$ cat config.mk
export PLATFORM = sky130hd
export DESIGN_NAME = ifetch_queue
export DESIGN_NICKNAME = d
export VERILOG_FILES = /design/src/rtl/ifetch_queue.sv
export SDC_FILE = /design/constraint.sdc
export NUM_CORES = 1
export LEC_CHECK = 0
export CAP_MARGIN = 0
export CELL_PAD_IN_SITES_DETAIL_PLACEMENT = 2
export CELL_PAD_IN_SITES_GLOBAL_PLACEMENT = 2
export CORE_MARGIN = 2
export CORE_UTILIZATION = 32
export DETAILED_ROUTE_END_ITERATION = 10
export PLACE_DENSITY_LB_ADDON = 0.3
export SYNTH_ARGS = -nofsm -noshare
export SYNTH_HDL_FRONTEND = slang
export SYNTH_SLANG_ARGS = --single-unit
$ cat constraint.sdc
create_clock -name clk -period 7.7 [get_ports clk]
set_input_delay 1.54 -clock clk [delete_from_list [all_inputs] [get_ports clk]]
set_output_delay 1.54 -clock clk [all_outputs]
set_load 0.005 [all_outputs]
$ cat src/rtl/ifetch_queue.sv
`default_nettype none
// ============================================================================
//  Module   : ifetch_queue
//  Purpose  : Instruction-fetch front end. Owns the fetch PC, issues one
//             outstanding req/ack memory fetch at a time, buffers returned
//             words in a DEPTH-entry FIFO and hands {pc, instr} to decode.
//             Define IFETCH_PERF_EN to add fetched/dropped word counters.
//  Revision : 1.0  initial release
// ============================================================================
module ifetch_queue #(
    parameter int          DEPTH    = 4,
    parameter logic [31:0] RESET_PC = 32'h0000_3000
) (
    input  logic        clk,
    input  logic        rst,
    output logic        imem_req,
    output logic [31:0] imem_addr,
    input  logic        imem_ack,
    input  logic [31:0] imem_rdata,
    input  logic        redirect_valid,
    input  logic [31:0] redirect_pc,
    output logic        id_valid,
    input  logic        id_ready,
    output logic [31:0] id_instr,
    output logic [31:0] id_pc
`ifdef IFETCH_PERF_EN
    ,
    output logic [31:0] perf_fetched,
    output logic [31:0] perf_dropped
`endif
);

    localparam int c_ptr_w = $clog2(DEPTH);
    localparam int c_cnt_w = c_ptr_w + 1;
    localparam logic [c_cnt_w-1:0] c_depth = c_cnt_w'(DEPTH);

    typedef enum logic [1:0] {
        IDLE = 2'd0,
        REQ  = 2'd1,
        DROP = 2'd2
    } state_t;

    state_t               r_state;
    logic [31:0]          r_fpc;
    logic [31:0]          r_addr;
    logic [c_cnt_w-1:0]   r_count;
    logic [c_ptr_w-1:0]   r_rd_ptr;
    logic [c_ptr_w-1:0]   r_wr_ptr;
    logic [31:0]          r_pc_mem    [DEPTH];
    logic [31:0]          r_instr_mem [DEPTH];

    logic w_push;
    logic w_pop;
    logic w_unused;

    assign w_push   = (r_state == REQ) && imem_ack && !redirect_valid;
    assign w_pop    = (r_count != '0) && id_ready;
    assign w_unused = &{1'b0, redirect_pc[1:0]};

    assign imem_req  = (r_state != IDLE);
    assign imem_addr = r_addr;
    assign id_valid  = (r_count != '0);
    assign id_pc     = id_valid ? r_pc_mem[r_rd_ptr]    : 32'd0;
    assign id_instr  = id_valid ? r_instr_mem[r_rd_ptr] : 32'd0;

    always_ff @(posedge clk) begin
        if (rst) begin
            r_state  <= IDLE;
            r_fpc    <= RESET_PC;
            r_addr   <= RESET_PC;
            r_count  <= '0;
            r_rd_ptr <= '0;
            r_wr_ptr <= '0;
        end else begin
            case (r_state)
                IDLE: begin
                    if ((r_count < c_depth) && !redirect_valid) begin
                        r_addr  <= r_fpc;
                        r_state <= REQ;
                    end
                end
                REQ: begin
                    if (imem_ack) begin
                        r_state <= IDLE;
                        if (!redirect_valid)
                            r_fpc <= r_fpc + 32'd4;
                    end else if (redirect_valid) begin
                        r_state <= DROP;
                    end
                end
                DROP: begin
                    if (imem_ack)
                        r_state <= IDLE;
                end
                default: r_state <= IDLE;
            endcase

            // A redirect wins over any push/pop on the same edge.
            if (redirect_valid) begin
                r_fpc    <= {redirect_pc[31:2], 2'b00};
                r_count  <= '0;
                r_rd_ptr <= '0;
                r_wr_ptr <= '0;
            end else begin
                if (w_push)
                    r_wr_ptr <= r_wr_ptr + c_ptr_w'(1);
                if (w_pop)
                    r_rd_ptr <= r_rd_ptr + c_ptr_w'(1);
                case ({w_push, w_pop})
                    2'b10:   r_count <= r_count + c_cnt_w'(1);
                    2'b01:   r_count <= r_count - c_cnt_w'(1);
                    default: r_count <= r_count;
                endcase
            end
        end
    end

    always_ff @(posedge clk) begin
        if (w_push) begin
            r_pc_mem[r_wr_ptr]    <= r_addr;
            r_instr_mem[r_wr_ptr] <= imem_rdata;
        end
    end

`ifdef IFETCH_PERF_EN
    logic        w_drop_ack;
    logic [31:0] r_perf_fetched;
    logic [31:0] r_perf_dropped;

    assign w_drop_ack = imem_ack &&
                        (((r_state == REQ) && redirect_valid) || (r_state == DROP));

    always_ff @(posedge clk) begin
        if (rst) begin
            r_perf_fetched <= 32'd0;
            r_perf_dropped <= 32'd0;
        end else begin
            r_perf_fetched <= r_perf_fetched + 32'(w_push);
            r_perf_dropped <= r_perf_dropped + 32'(w_drop_ack)
                            + (redirect_valid ? 32'(r_count) : 32'd0);
        end
    end

    assign perf_fetched = r_perf_fetched;
    assign perf_dropped = r_perf_dropped;
`else
    // Counters absent; fetch and flush behaviour is unchanged.
`endif

endmodule
`default_nettype wire

==> results of run 1 <==
final timing paths:
kind	endpoint	slack (ns)	from
worst max-delay path	id_pc[31]	2.92	register
worst min-delay path	imem_addr[11]	0.50	r_fpc[11]
worst max register to register	r_count[2]	4.96	r_count[2]
worst min register to register	imem_addr[11]	0.50	r_fpc[11]
registers in the layout, summed over array words and instances (netlist names), named ones only:
register	cells
r_state	2
imem_addr	30
r_fpc	30
r_count	3
r_wr_ptr	2
r_rd_ptr	2
r_pc_mem	120
r_instr_mem	128
power by group:
part           internal, µW  total [µW]  switching (µW)  leakage, µW
logic                  79.3         151            71.4      0.00165
registers              1880        1910            34.3      0.00272
clock network           973        1640             669     0.000550
total                  2930        3700             774      0.00492
layout by cell type, fill, tap and decap left out, drive strengths merged, types with 5 or more instances in the layout:
master | Yosys | layout
or2 | 6 | 6
edfxtp | 248 | 248
nor2b | 6 | 6
clkdlybuf4s50 | 0 | 159
a21oi | 34 | 34
ha | 6 | 6
xnor2 | 8 | 8
a2111oi | 8 | 8
a311oi | 8 | 8
nand4 | 11 | 11
a211oi | 9 | 9
nor3 | 10 | 10
o31ai | 6 | 6
inv | 16 | 17
or3 | 7 | 7
clkbuf | 41 | 54
and3 | 8 | 8
nor4 | 7 | 7
mux4 | 62 | 62
and2 | 63 | 63
and4 | 6 | 6
xor2 | 5 | 5
buf | 15 | 8
nor2 | 38 | 38
nand2 | 73 | 73
clkinv | 0 | 8
nand3 | 10 | 10
dfxtp | 71 | 71
per-layer routing:
| metal | global-route usage | up-vias | share of wire |
|---|---|---|---|
| li1 | - | 3439 | - |
| met1 | 0.2036 | 3823 | 0.44 |
| met2 | 0.2802 | 139 | 0.51 |
| met3 | 0.02445 | 34 | 0.032 |
| met4 | 0.03337 | 0 | 0.014 |
| met5 | 0 | - | 0 |
critical path: stages, from the launching register on:
cell	delay, ns
dfxtp_4	0.90
buf_4	0.59
mux4_2	0.57
and2_1	0.17
clkdlybuf4s50_1	0.49
layout make-up:
class,instances,share of cell area
well taps,525,0.04106
inverters,16,0.003754
clock inverters,11,0.005475
multi-input cells,430,0.2266
repair buffers,167,0.1031
clock buffers,54,0.06515
flip-flops and latches,319,0.5549
through the flow:
step           setup WS [ns]  utilization  cells  power (µW)  cell area, µm²
2_1_floorplan          3.511            -    821        2003           12760
3_3_place_gp           3.326       0.3759   1457        2095           14870
3_5_place_dp           3.315       0.3759   1457        2101           14870
4_1_cts                2.772       0.4045   1522        3761           16000
5_1_grt                2.635       0.4045   1522        3836           16000
6_report               2.922       0.4045   1522        3704           16000
cells by family (layout without fill, tap and decap cells):
logic type	Yosys count	in the layout	synth area share
adders and majority gates	7	7	0.007457
other	1	4	0.0002941
muxes	63	63	0.1104
and+or+nand+nor	254	254	0.1053
xor gates and xnor gates	13	13	0.008930
DFF	319	319	0.6955
buffers and inverters	72	248	0.02316
AOI/OAI and AO/OA	89	89	0.04897
==> results.py, run 1 <==
metrics = {
    "logic_synthesis": {
        "ys_types": 57,
        "yosysMostFrequentCell": "edfxtp_1",
        "synthCells": 818,
        "yosysSeqAreaShare": 0.6955,
        "synth_area_leaders": "edfxtp_1 58%, dfxtp_1 11%, mux4_2 11%, and2_1 3.1%, nand2_1 2.1%",
        "synthArstFlopShare": 0,
        "synth_top_area_share": 0.5840,
        "synth_edf_count": 248,
        "synthesis.area_mm2": 0.01275,
        "yosys.area.top_type": "edfxtp_1",
        "synth_common_cells": "248 x edfxtp_1, 73 x nand2_1, 71 x dfxtp_1",
        "synth_ff_type": "edfxtp_1",
        "ys_ff_latch": 319,
        "postSynthAreaPerCell_um2": 15.59,
        "synth_warnings": 0,
    },
    "sta": {
        "slew_headroom": 0.2192,
        "finalClockSkew_ns": 0.01384,
        "totalNegativeSetupSlack_ns": 0,
        "final_hold_viol_count": 0,
        "whs_ns": 0.5023,
        "finalCriticalPeriod_ns": 4.778,
        "slew_viol_final": 0,
        "maxClockFrequency_mhz": 209.3,
        "grt_setup_unrepaired": "no",
        "worstMarginPinSlew_ns": 1.161,
        "fin_crit_sh": 0.6205,
        "setup_viol": 0,
    },
    "critical_path": {
        "worst_setup_path_start_kind": "register",
        "cp_max_fo": 38,
        "critPathCaptureType": "output pin",
        "critical_path_class": "register to output pin",
        "worstRegToRegCells": 9,
        "worstPathArrival_ns": 3.24,
        "worstPathRequired_ns": 6.16,
    },
    "floorplanning": {
        "die_area_mm2": 0.04146,
        "io_pins": 167,
        "die_y_um": 203.6,
        "rows": 73,
        "dieWidth_um": 203.6,
        "core_area_mm2": 0.03955,
        "start_util": 0.3224,
    },
    "layout": {
        "seq_area_mm2": 0.008876,
        "drive_above_1_share": 0.1374,
        "fill_cells": 3883,
        "finalNetCount": 1047,
        "area_delta_synth_final_pct": 25.45,
        "multi_input_area_mm2": 0.003625,
        "antennaDiodeCount": 0,
    },
    "hold_path": {
        "hp-class": "register to register",
        "holdPathStages": 2,
    },
    "clock_network": {
        "hold_buffers": 0,
        "cts_tree": "built",
        "cts_root_buf": "clkbuf_16",
        "cts.htree.levels": 2,
        "cts.clk_slew.worst_paths_ns": 0.06,
        "numCtsBuffers": 37,
        "postCtsSetupRepairBufs": 0,
        "cts.sinks": 319,
        "clockBufferDepth": 3,
        "clock_latency_ns": 0.51,
        "cts_resized": 0,
    },
    "placement": {
        "dpl.hpwl_mm": 19.86,
        "port_buffers": 160,
        "gp_congestion": 0.7285,
    },
    "drt": {
        "wire_per_inst_um": 21.39,
        "routed_wl_mm": 32.56,
        "drtPass1Iterations": 4,
        "drt-vias-per-instance": 4.885,
        "antenna_left": 0,
        "initialDrtViolationCount": 319,
        "drc_errors": 0,
        "vias": 7435,
    },
    "grt": {
        "grt_pass1_wl_mm": 49.90,
        "grt-ovfl-total": 0,
        "antenna_found_initial": 0,
        "grt_pass1_vias": 8222,
        "gr-usage-all-layers": 0.1577,
        "grt_max_degree": 66,
    },
    "power_and_ir_drop": {
        "powerDensity_mw_per_mm2": 231.6,
        "p_leak_uw": 0.004917,
        "vdd_drop_max_mv": 0.1470,
    },
    "run_status": {
        "status": "complete, no violations",
    },
    "flow_run": {
        "cap_violations": 0,
    },
}
Power figures use the tool's default switching activity.
==> run 2, diff against run 1 <==
==> constraint.sdc (replaced) <==
create_clock -name clk -period 4.9 [get_ports clk]
set_input_delay 0.98 -clock clk [delete_from_list [all_inputs] [get_ports clk]]
set_output_delay 0.98 -clock clk [all_outputs]
set_load 0.005 [all_outputs]
==> run 2 against run 1 <==
Net effect:
- register-to-register slack got worse by 2.5 ns
- hold slack worse by 0.029 ns
- wire length decreased by 0.45%
- clock-buffer cell count fell by 12
- sequential share of layout area barely moved
- first-iteration DRC count grew 6.3%
- sequential cell count did not move
- sequential power grew 57%
- utilization about the same
- highest routed layer unchanged
==> results.py, run 2 (synthesized netlist as in run 1, its figures left out) <==
metrics = {
    "critical_path": {
        "cpPeakStageDelay_ns": 0.65,
        "rrSetupSlack_ns": 2.45,
        "worst_setup_path_start_kind": "register",
        "worstPathArrival_ns": 2.81,
        "critPathCaptureType": "output pin",
        "crit_chain": "buf_4, mux4_2, and2_1, clkdlybuf4s50_1",
        "cp.buffers_inverters": 2,
        "critical_path_class": "register to output pin",
        "worstPathRequired_ns": 3.92,
        "crit_family": "buffers and inverters",
        "cp_slowest_cell": "dfxtp_4",
        "cp_max_fo": 21,
    },
    "sta": {
        "finalClockSkew_ns": 0.01790,
        "finalCriticalPeriod_ns": 3.786,
        "slew_headroom": 0.2453,
        "fin_crit_sh": 0.7727,
        "postLayoutSetupSlackWorst_ns": 1.114,
        "whs_ns": 0.4734,
        "slew_viol_final": 0,
        "grt_setup_unrepaired": "no",
        "setup_viol": 0,
        "worstMarginPinSlew_ns": 1.122,
        "final_hold_viol_count": 0,
        "maxClockFrequency_mhz": 264.1,
        "totalNegativeSetupSlack_ns": 0,
    },
    "layout": {
        "multi_input_area_mm2": 0.003625,
        "final_area_mm2": 0.01600,
        "drive_above_1_share": 0.1439,
        "layout.cells.most_common": "edfxtp_1",
        "largest-register": "r_instr_mem",
        "seq_area_mm2": 0.008876,
        "final_cell_mix": "248 x edfxtp_1, 159 x clkdlybuf4s50_1, 73 x nand2_1, 69 x dfxtp_1, 63 x and2_1",
        "finalNetCount": 1053,
        "antennaDiodeCount": 0,
        "fill_cells": 3880,
        "largest_register_ffs": 128,
        "reg_top3": "r_instr_mem (128), r_pc_mem (120)",
        "area_delta_synth_final_pct": 25.51,
    },
    "clock_network": {
        "cts_tree": "built",
        "clock_latency_ns": 0.52,
        "cts.clk_slew.worst_paths_ns": 0.06,
        "cts.sinks": 319,
        "cts_root_buf": "clkbuf_16",
        "clockBufferDepth": 3,
        "cts.htree.levels": 2,
        "hold_buffers": 0,
        "cts_resized": 0,
        "numCtsBuffers": 37,
        "postCtsSetupRepairBufs": 0,
    },
    "floorplanning": {
        "die_area_mm2": 0.04146,
        "rows": 73,
        "core_area_mm2": 0.03955,
        "io_pins": 167,
        "dieWidth_um": 203.6,
        "die_y_um": 203.6,
        "start_util": 0.3224,
    },
    "drt": {
        "antenna_left": 0,
        "initialDrtViolationCount": 339,
        "wire_per_inst_um": 21.24,
        "vias": 7542,
        "routed_wl_mm": 32.42,
        "drt-vias-per-instance": 4.942,
        "drtPass1Iterations": 4,
        "drc_errors": 0,
    },
    "grt": {
        "grt-ovfl-total": 0,
        "antenna_found_initial": 0,
        "grt_pass1_vias": 8334,
        "grt_pass1_wl_mm": 50.83,
        "grt_max_degree": 63,
        "gr-usage-all-layers": 0.1607,
    },
    "power_and_ir_drop": {
        "powerDensity_mw_per_mm2": 355.4,
        "p_leak_uw": 0.004934,
        "p_total_uw": 5687,
        "vdd_drop_max_mv": 0.1910,
    },
    "placement": {
        "place_area_mm2": 0.01495,
        "dp_slack_ns": 1.264,
        "gp_congestion": 0.7517,
        "dpl.hpwl_mm": 20.74,
        "port_buffers": 160,
    },
    "hold_path": {
        "hp-class": "register to register",
    },
    "run_status": {
        "status": "complete, no violations",
    },
    "flow_run": {
        "cap_violations": 0,
    },
}
## run 2: worst register-to-register path, delay by kind of cell, from the launching register on
kind                   cells  cell delay, ns
flip-flops                 1            0.46
buffers and inverters      1            0.40
AND/OR/NAND/NOR            2            1.26
## run 2: through the flow
stage | util | cells
after global routing | 0.4047 | 1526
after global placement | 0.3780 | 1463
final | 0.4047 | 1526
after CTS | 0.4047 | 1526
after detailed placement | 0.3780 | 1463
after floorplan | - | 821
## run 2: path summary, 6_finish.rpt
kind	from	endpoint	depth (start not counted)
hold reg to reg	r_fpc[14]	imem_addr[14]	2
hold / removal	r_fpc[14]	imem_addr[14]	2
setup reg to reg	r_state[0]	r_instr_mem[0][25]	3
setup / recovery	register	id_pc[13]	4
## run 2: layer usage
layer / GRT usage / vias to the layer above / wire [µm]
met1: 0.2084 / 3917 / 14390
met5: 0 / - / 0
met3: 0.02988 / 37 / 1159
met4: 0.03571 / 0 / 466
met2: 0.2799 / 129 / 16400
li1: - / 3459 / -
## run 2: final cells by class
cell class,count,share of cell area
clock inverters,21,0.006254
well taps,525,0.04104
multi-input cells,430,0.2265
repair buffers,173,0.1082
clock buffers,42,0.05965
flip-flops and latches,319,0.5546
inverters,16,0.003753
## run 2: report_power, final
group / internal (µW) / switching, µW / total, µW / leakage (µW)
sequential: 2950 / 52.8 / 3000 / 0.00272
combinational: 125 / 112 / 236 / 0.00169
clock: 1390 / 1060 / 2450 / 0.000525
